===== src/rtl/fifo_arb_pkg.sv =====
// Shared types and helpers for the round-robin FIFO write-port arbiter.
// The round-robin search function doubles as the reference ordering rule.
package fifo_arb_pkg;

  typedef enum logic {
    ARB_IDLE  = 1'b0,
    ARB_GRANT = 1'b1
  } arb_state_e;

  localparam int unsigned RR_MAX_REQ = 32;
  localparam int unsigned RR_IDX_W   = 5;

  // Requester index width, never below one bit.
  function automatic int unsigned id_width(input int unsigned n);
    return (n > 2) ? $clog2(n) : 1;
  endfunction

  // First valid index searching last+1, last+2, ... modulo nreq; 0 when none valid.
  function automatic int unsigned rr_next(input logic [RR_MAX_REQ-1:0] valid,
                                          input int unsigned           last,
                                          input int unsigned           nreq);
    int unsigned idx;
    int unsigned pick;
    pick = 0;
    for (int k = RR_MAX_REQ - 1; k >= 0; k--) begin
      if (k < int'(nreq)) begin
        idx = last + 1 + unsigned'(k);
        if (idx >= nreq) idx = idx - nreq;
        if (valid[idx[RR_IDX_W-1:0]]) pick = idx;
      end
    end
    return pick;
  endfunction

endpackage


===== src/rtl/fifo_arb_rr_pick.sv =====
// Combinational round-robin picker: next requester after last_id with valid set.
module fifo_arb_rr_pick
  import fifo_arb_pkg::*;
#(
  parameter  int unsigned NREQ = 4,
  localparam int unsigned IDW  = id_width(NREQ)
) (
  input  logic [NREQ-1:0] req_valid,
  input  logic [IDW-1:0]  last_id,
  output logic [IDW-1:0]  pick_id,
  output logic            pick_vld
);

  always_comb begin
    pick_vld = |req_valid;
    pick_id  = IDW'(rr_next(RR_MAX_REQ'(req_valid), 32'(last_id), NREQ));
  end

endmodule


===== src/rtl/fifo_wr_arbiter.sv =====
// Round-robin arbiter sharing the async FIFO write port among NREQ requesters.
// Define FIFO_ARB_TAG_EN to prepend the owner index to wdata as a source tag.
module fifo_wr_arbiter
  import fifo_arb_pkg::*;
#(
  parameter  int unsigned NREQ      = 4,
  parameter  int unsigned DSIZE     = 8,
  parameter  int unsigned MAX_BURST = 4,
  localparam int unsigned IDW       = id_width(NREQ),
`ifdef FIFO_ARB_TAG_EN
  localparam int unsigned WW        = IDW + DSIZE,
`else
  localparam int unsigned WW        = DSIZE,
`endif
  localparam int unsigned CW        = $clog2(MAX_BURST + 1)
) (
  input  logic                  wclk,
  input  logic                  wrst_n,
  input  logic [NREQ-1:0]       req_valid,
  input  logic [NREQ*DSIZE-1:0] req_data,
  output logic [NREQ-1:0]       req_ready,
  input  logic                  wfull,
  output logic                  winc,
  output logic [WW-1:0]         wdata,
  output logic [IDW-1:0]        grant_id,
  output logic                  busy
);

  arb_state_e       state_q, state_d;
  logic [IDW-1:0]   owner_q, owner_d;
  logic [IDW-1:0]   last_id_q, last_id_d;
  logic [CW-1:0]    beat_cnt_q, beat_cnt_d;

  logic [IDW-1:0]   pick_id;
  logic             pick_vld;
  logic [DSIZE-1:0] req_data_arr [NREQ];
  logic             own_vld;
  logic [DSIZE-1:0] own_data;

  for (genvar i = 0; i < NREQ; i++) begin : g_unpack
    assign req_data_arr[i] = req_data[i*DSIZE +: DSIZE];
  end

  assign own_vld  = req_valid[owner_q];
  assign own_data = req_data_arr[owner_q];

  fifo_arb_rr_pick #(
    .NREQ (NREQ)
  ) u_pick (
    .req_valid (req_valid),
    .last_id   (last_id_q),
    .pick_id   (pick_id),
    .pick_vld  (pick_vld)
  );

  always_ff @(posedge wclk or negedge wrst_n) begin
    if (!wrst_n) begin
      state_q    <= ARB_IDLE;
      owner_q    <= '0;
      last_id_q  <= IDW'(NREQ - 1);
      beat_cnt_q <= '0;
    end else begin
      state_q    <= state_d;
      owner_q    <= owner_d;
      last_id_q  <= last_id_d;
      beat_cnt_q <= beat_cnt_d;
    end
  end

  // Outputs follow the owner combinationally so a full FIFO blocks winc in the same cycle.
  always_comb begin
    state_d    = state_q;
    owner_d    = owner_q;
    last_id_d  = last_id_q;
    beat_cnt_d = beat_cnt_q;
    req_ready  = '0;
    winc       = 1'b0;
    wdata      = '0;
    grant_id   = '0;
    busy       = 1'b0;

    case (state_q)
      ARB_IDLE: begin
        if (pick_vld) begin
          owner_d    = pick_id;
          beat_cnt_d = '0;
          state_d    = ARB_GRANT;
        end
      end
      ARB_GRANT: begin
        busy               = 1'b1;
        grant_id           = owner_q;
        req_ready[owner_q] = ~wfull;
        winc               = own_vld & ~wfull;
`ifdef FIFO_ARB_TAG_EN
        wdata              = {owner_q, own_data};
`else
        wdata              = own_data;
`endif
        if (winc) beat_cnt_d = beat_cnt_q + CW'(1);
        // Release on a completed burst or when the owner goes idle, even while stalled.
        if ((winc && (beat_cnt_q == CW'(MAX_BURST - 1))) || !own_vld) begin
          state_d    = ARB_IDLE;
          last_id_d  = owner_q;
          beat_cnt_d = '0;
        end
      end
      default: state_d = ARB_IDLE;
    endcase
  end

endmodule


===== config.mk =====
export PLATFORM = sky130hd
export DESIGN_NAME = fifo_wr_arbiter
export DESIGN_NICKNAME = d
export VERILOG_FILES = /design/src/rtl/fifo_arb_pkg.sv /design/src/rtl/fifo_arb_rr_pick.sv /design/src/rtl/fifo_wr_arbiter.sv
export SDC_FILE = /design/constraint.sdc
export NUM_CORES = 1
export LEC_CHECK = 0
export BUFFER_PORTS_ARGS = -buffer_cell sky130_fd_sc_hd__buf_2
export CAP_MARGIN = 20
export CELL_PAD_IN_SITES_DETAIL_PLACEMENT = 1
export CELL_PAD_IN_SITES_GLOBAL_PLACEMENT = 2
export CORE_MARGIN = 2
export CORE_UTILIZATION = 26
export DETAILED_ROUTE_END_ITERATION = 7
export PLACE_DENSITY = 0.91
export SYNTH_ARGS = -nofsm -noshare
export SYNTH_HDL_FRONTEND = slang
export SYNTH_SLANG_ARGS = --single-unit

===== constraint.sdc =====
create_clock -name wclk -period 3.79 [get_ports wclk]
set_clock_uncertainty 0.1 [all_clocks]
set_input_delay 0.1895 -clock wclk [delete_from_list [all_inputs] [get_ports wclk]]
set_output_delay 0.1895 -clock wclk [all_outputs]
set_load 0.005 [all_outputs]

# [Word level (Yosys, flattened, before mapping)]
# Cells that the tools add are included.
[op_classes] n_eq_ne=3 n_reduce_logical=8 bitwise_logic=5 n_addsub=9 magnitude_cmp=11 n_mux=35
[ops] op="$ge A32 B3 Y1 const B" count=4
[ops] op="$lt A5 B6 Y1 const B" count=4
[ops] op="$mux W8" count=3
[ops] op="$bmux W1 S5" count=4
[ops] op="$mux W5" count=4
[ops] op="$bmux W8 S2" count=1
[ops] op="$sub A5 B3 Y5 const B" count=3
[ops] op="$mux W1" count=10
[ops] op="$mux W2" count=5
[ops] op="$mux W3" count=3
[ops] op="$add A3 B2 Y4 const B" count=2
[ops] op="$pmux W3 S2" count=1
[ops] op="$reduce_and A2 Y1" count=3
[ops] op="$add A3 B1 Y4 const B" count=1
[ops] op="$and A4 B4 Y4" count=1
[ops] op="$mux W4" count=1
[ops] op="$reduce_or A4 Y1" count=1
[ops] op="$sub A3 B3 Y4 const B" count=1
[ops] op="$add A2 B1 Y3 const B" count=1
[ops] op="$add A3 B1 Y3 const B" count=1
[ops] op="$eq A3 B2 Y1 const B" count=1
[ops] op="$ge A3 B3 Y1 const B" count=1
[ops] op="$lt A2 B3 Y1 const B" count=1
[ops] op="$ne A3 B1 Y1 const B" count=1
[ops] op="other kinds (11)" count=13
[totals] regBits=8 in_bits=39 out_inout_bits=16 wordCells=75

# [Logic depth before layout (Yosys ltp)]
[depth] ltp_word=10 mapped_depth=9 ltp_nobuf=7

# [Modules after synthesis]
# A second synthesis with hierarchy kept.
[unflattened] hier_cells=122 area_unflattened_um2=1122.3
[by_module_without_submodules] mod="fifo_wr_arbiter" seq_area_each_um2=202.7 area_each_um2=728.2 n_inst=1 cells_each=67
[by_module_without_submodules] mod="fifo_arb_rr_pick" seq_area_each_um2=0.0 area_each_um2=394.1 n_inst=1 cells_each=55

# [Least setup slack after synthesis]
# No wires, ideal clock.
[synth_timing] path_kind="reg2reg" from="reg last_id_q[0]" to="reg owner_q[0]" period_less_slack_ns=2.120 stages_incl_launch_ff=10 required_ns=3.551 setup_slack_ns=1.670 path_buffers=2 setup_time_ns=0.139 arrival_ns=1.881 path_cell_list="dfstp_2 -> buf_4 -> inv_1 -> ha_1 -> clkbuf_1 -> inv_1 -> o21ai_0 -> a22oi_1 -> o21ai_0 -> a31oi_1"
[synth_via] elab_chain_cells=10 word_cells_on_any_way=28 classes_between="add/sub: 8; order compare: 4; mux: 16"
[synth_rtl] item="start, declared" line="fifo_wr_arbiter.sv:31" source="logic [IDW-1:0] last_id_q, last_id_d;"
[synth_rtl] item="start signal, assigned" line="fifo_wr_arbiter.sv:60" source="last_id_q <= IDW'(NREQ - 1);"
[synth_rtl] item="start signal, assigned" line="fifo_wr_arbiter.sv:65" source="last_id_q <= last_id_d;"
[synth_rtl] item="$add A2 B1 Y3 (*)" line="fifo_arb_pkg.sv:27" source="idx = last + 1 + unsigned'(k);"
[synth_rtl] item="$add A3 B2 Y4" line="fifo_arb_pkg.sv:27"
[synth_rtl] item="$ge A32 B3 Y1 or $sub A5 B3 Y5 (tied branches)" line="fifo_arb_pkg.sv:28" source="if (idx >= nreq) idx = idx - nreq;"
[synth_rtl] item="$mux W5" line="fifo_arb_pkg.sv:28"
[synth_rtl] item="$bmux W1 S5" line="fifo_arb_pkg.sv:29" source="if (valid[idx[RR_IDX_W-1:0]]) pick = idx;"
[synth_rtl] item="$mux W1 (implied by the code)" line="fifo_arb_pkg.sv:29"
[synth_rtl] item="$mux W2 (3 in a row)" line="fifo_arb_pkg.sv:29"
[synth_rtl] item="$mux W2 (*)" line="fifo_arb_pkg.sv:29"
[synth_rtl] item="end signal, assigned" line="fifo_wr_arbiter.sv:64" source="owner_q <= owner_d;"
[synth_rtl] item="end, declared" line="fifo_wr_arbiter.sv:30" source="logic [IDW-1:0] owner_q, owner_d;"
# Every way passes the cells marked *; elsewhere a longest branch is shown, timed or not. The select of a mux whose other input is x is not followed.
# A chain may end at the register's enable or synchronous reset.

# [Worst setup path in the final report]
[layout_timing] from="reg last_id_q[0]" to="reg owner_q[1]"
# Same word-level chain as after synthesis.

==> reports/qor.txt <==
clock slew at reported path FFs -> 0.05 ns
Die W -> 66.8 um
via count of the first global-routing pass -> 1120
met3 Use GR -> 2.87%
most frequent cells in the layout -> buf_2, and2_1, nand2_1
drt initial violations -> 14
hpwl dp -> 2570 um
H-Tree Depth -> 1
crit path time final -> 2.61 ns
CP max stage delay -> 0.67 ns
P_int -> 0.000536 W
crit-path cells -> inv_1, ha_1, nor3b_1, nand2_1, o21ai_0, nand4_1, a31oi_1
number of cells on the critical path -> 7
DRT Wirelength -> 3300 um
share of Yosys cell area claimed by the top area cell type -> 14.7%
CP bufs+invs -> 1
CP max FO -> 16
fillers -> 463
Fin. Hold Viols -> 0
Slew headroom -> 58.5%
Setup Viol. Count Final -> 0
sequential power share -> 23.9%
WS Path Type -> flop to flop
delay-heaviest family, CP -> flip-flops
max cap viols -> 0
status -> complete, no violations
Clk Latency, worst-skew pair -> 0.24 ns
GR peak layer -> met2
max frequency -> 0.383 GHz
Arr. time, crit path -> 2.67 ns
Port Buffers -> 54
Reg-to-Reg Start -> last_id_q[0]
root buf cell -> clkbuf_8
placed cell count -> 208
unrepaired setup endpoints after global routing -> false
flop2flop setup slack -> 1.18 ns
GRT Total Usage -> 15.4%
Starting Density -> 27.6%
net count after synthesis -> 159
startpoint types -> flop
Routed wire per std cell -> 15.5 um
register area -> 203 um2
Non-Filler Instances -> 213
CTS tree -> built
largest net degree at the start of global routing -> 18
ANT cells -> 0
Final period util -> 68.8%
synth unique cells -> 37
Mapped Cells -> 114
Setup Fix Bufs, Post-CTS -> 0
met1 Use GR -> 17.3%
Logic pwr share -> 64.4%
drt drc -> 0
end point of the critical path -> owner_q[1]
DR vias -> 1103
Synth area leaders -> dfrtp_1, mux4_1, mux4_2
M2 GR Usage -> 27.0%
mean area per synthesized cell -> 8.99 um2
area leader, netlist -> dfrtp_1
first-pass GRT wire length -> 5220 um
total iterations of the first detailed-routing run -> 4
post-synthesis sequential element count -> 8
Placer Congestion -> 0.918
# IOs -> 55
Die Ht -> 66.8 um
yosys warns -> 0
core footprint -> 3720 um2
Slew @ Worst Pin -> 0.622 ns
Psw -> 0.000476 W
final setup TNS -> 0 ns
CP max stage cell -> dfstp_2
Hold Path Class -> primary input to flop
Worst setup startpoint -> last_id_q[0]
commonest non-fill, non-tap cell in the layout -> buf_2
IR drop worst, VDD -> 174 uV
Site Rows -> 22
synthesized area -> 1020 um2
Worst Reg2Reg Path Length in Cells -> 7
fraction of power consumed by the clock network -> 11.6%
cell leakage power -> 0.663 nW
area delta synth->final -> 33.3%
area of the multi-input gates -> 756 um2
worst r2r dst -> owner_q[1]
GRT Residual Overflow -> 0
max-slew violations -> 0
CTS sink count -> 8
vias per cell -> 5.18
Routed Antenna Nets -> 0
die area -> 4460 um2
Seq/Total Area, Yosys -> 19.8%
clock tree buffer depth -> 2
layout net count -> 211
switch share -> 47.0%
pwr/cell area -> 741 nW/um2
CTS buffer count -> 3
CP endpoint kind -> flop
share of cells above drive strength 1 -> 41.2%
worst endpoint required time -> 3.86 ns
initial antenna violation count -> 0
state kept, by name (all words and copies together), names as in the netlist:
name / flops
last_id_q: 2
state_q: 1
owner_q: 2
beat_cnt_q: 3
worst reg2reg max path: stages, from the launching register on:
cell and delay [ns]:
dfstp_2 0.67, inv_1 0.13, ha_1 0.60, nor3b_1 0.40, nand2_1 0.14, o21ai_0 0.20
nand4_1 0.12, a31oi_1 0.18
kinds of logic (layout without fill, tap and decap cells):
family                     count (synthesis)  after routing  synth area share (%)
DFF                                        8              8                  19.8
adders and majority gates                  6              6                  7.33
muxes                                     11             11                  23.7
and+or+nand+nor                           49             49                  26.6
AOI/OAI and AO/OA                         26             26                  16.1
buffers and inverters                     14             65                  6.47
power groups by stage:
stage	clock network (W)	logic, W	registers [W]
detailed placement	0	0.000650	0.000249
finish	0.000118	0.000652	0.000242
floorplan	0	0.000551	0.000160
CTS	0.000119	0.000657	0.000247
global route	0.000125	0.000737	0.000261
global placement	0	0.000626	0.000237
cell type report:
type / instances / area share (%)
Sequential cell: 8 / 14.8
Inverter: 6 / 1.65
Multi-Input combinational cell: 92 / 55.3
Clock buffer: 4 / 3.30
Timing Repair Buffer: 55 / 20.5
Tap cell: 48 / 4.40
cell usage after synthesis:
master and instances:
nand4_1 1, a21boi_2 1, buf_4 1, inv_1 6
and3b_1 1, buf_2 1, nand2_2 1, ha_1 6
dfrtp_1 6, nor3_1 1, a31oi_1 2, mux4_1 5
nand2b_1 1, nor4_1 1, clkbuf_1 4, mux4_2 4
a32oi_1 1, o31ai_1 3, a41o_1 1, o21ai_0 10
nand3b_1 1, and2_1 11, and3_1 2, nor3b_1 6
o21ai_1 1, dfstp_2 2, nor2_1 5, a22oi_1 1
nand2_1 11, nand3_1 3, mux2_2 1, a21oi_2 2
mux2i_1 1, buf_6 1, nor2b_1 4, a21oi_1 4
clkbuf_2 1
how the worst min path moves through the flow:
| stage | cells past startpoint | slack [ns] | from | end |
|---|---|---|---|---|
| floorplan | 0 | -0.21 | wrst_n | beat_cnt_q[0] |
| global placement | 1 | -0.06 | wrst_n | beat_cnt_q[1] |
| global route | 2 | 0.11 | wfull | beat_cnt_q[0] |
| detailed placement | 1 | -0.05 | wrst_n | beat_cnt_q[0] |
| finish | 2 | 0.09 | wfull | beat_cnt_q[0] |
| CTS | 2 | 0.09 | wfull | beat_cnt_q[0] |
what timing repair did:
item / CTS / global route
endpoints found under the hold margin: 8 / 0
gates resized for setup: 0 / 0
hold buffers: 1 / 0
per-layer routing:
| metal | wire [um] | vias to the layer above |
|---|---|---|
| li1 | - | 521 |
| met1 | 1350 | 518 |
| met2 | 1520 | 59 |
| met3 | 360 | 5 |
| met4 | 70 | 0 |
| met5 | 0 | - |
through the flow:
step,total power [W],utilization (%),instance area [um2],hold slack [ns],worst slack (ns)
6_report,0.00101,36.8,1370,0.0905,1.18
3_3_place_gp,0.000863,35.3,1310,-0.0557,1.40
4_1_cts,0.00102,36.8,1370,0.0858,1.18
2_1_floorplan,0.000711,-,1020,-0.206,1.67
5_1_grt,0.00112,36.8,1370,0.106,0.971
3_5_place_dp,0.000899,35.3,1310,-0.0508,1.19
Power figures use the tool's default switching activity.
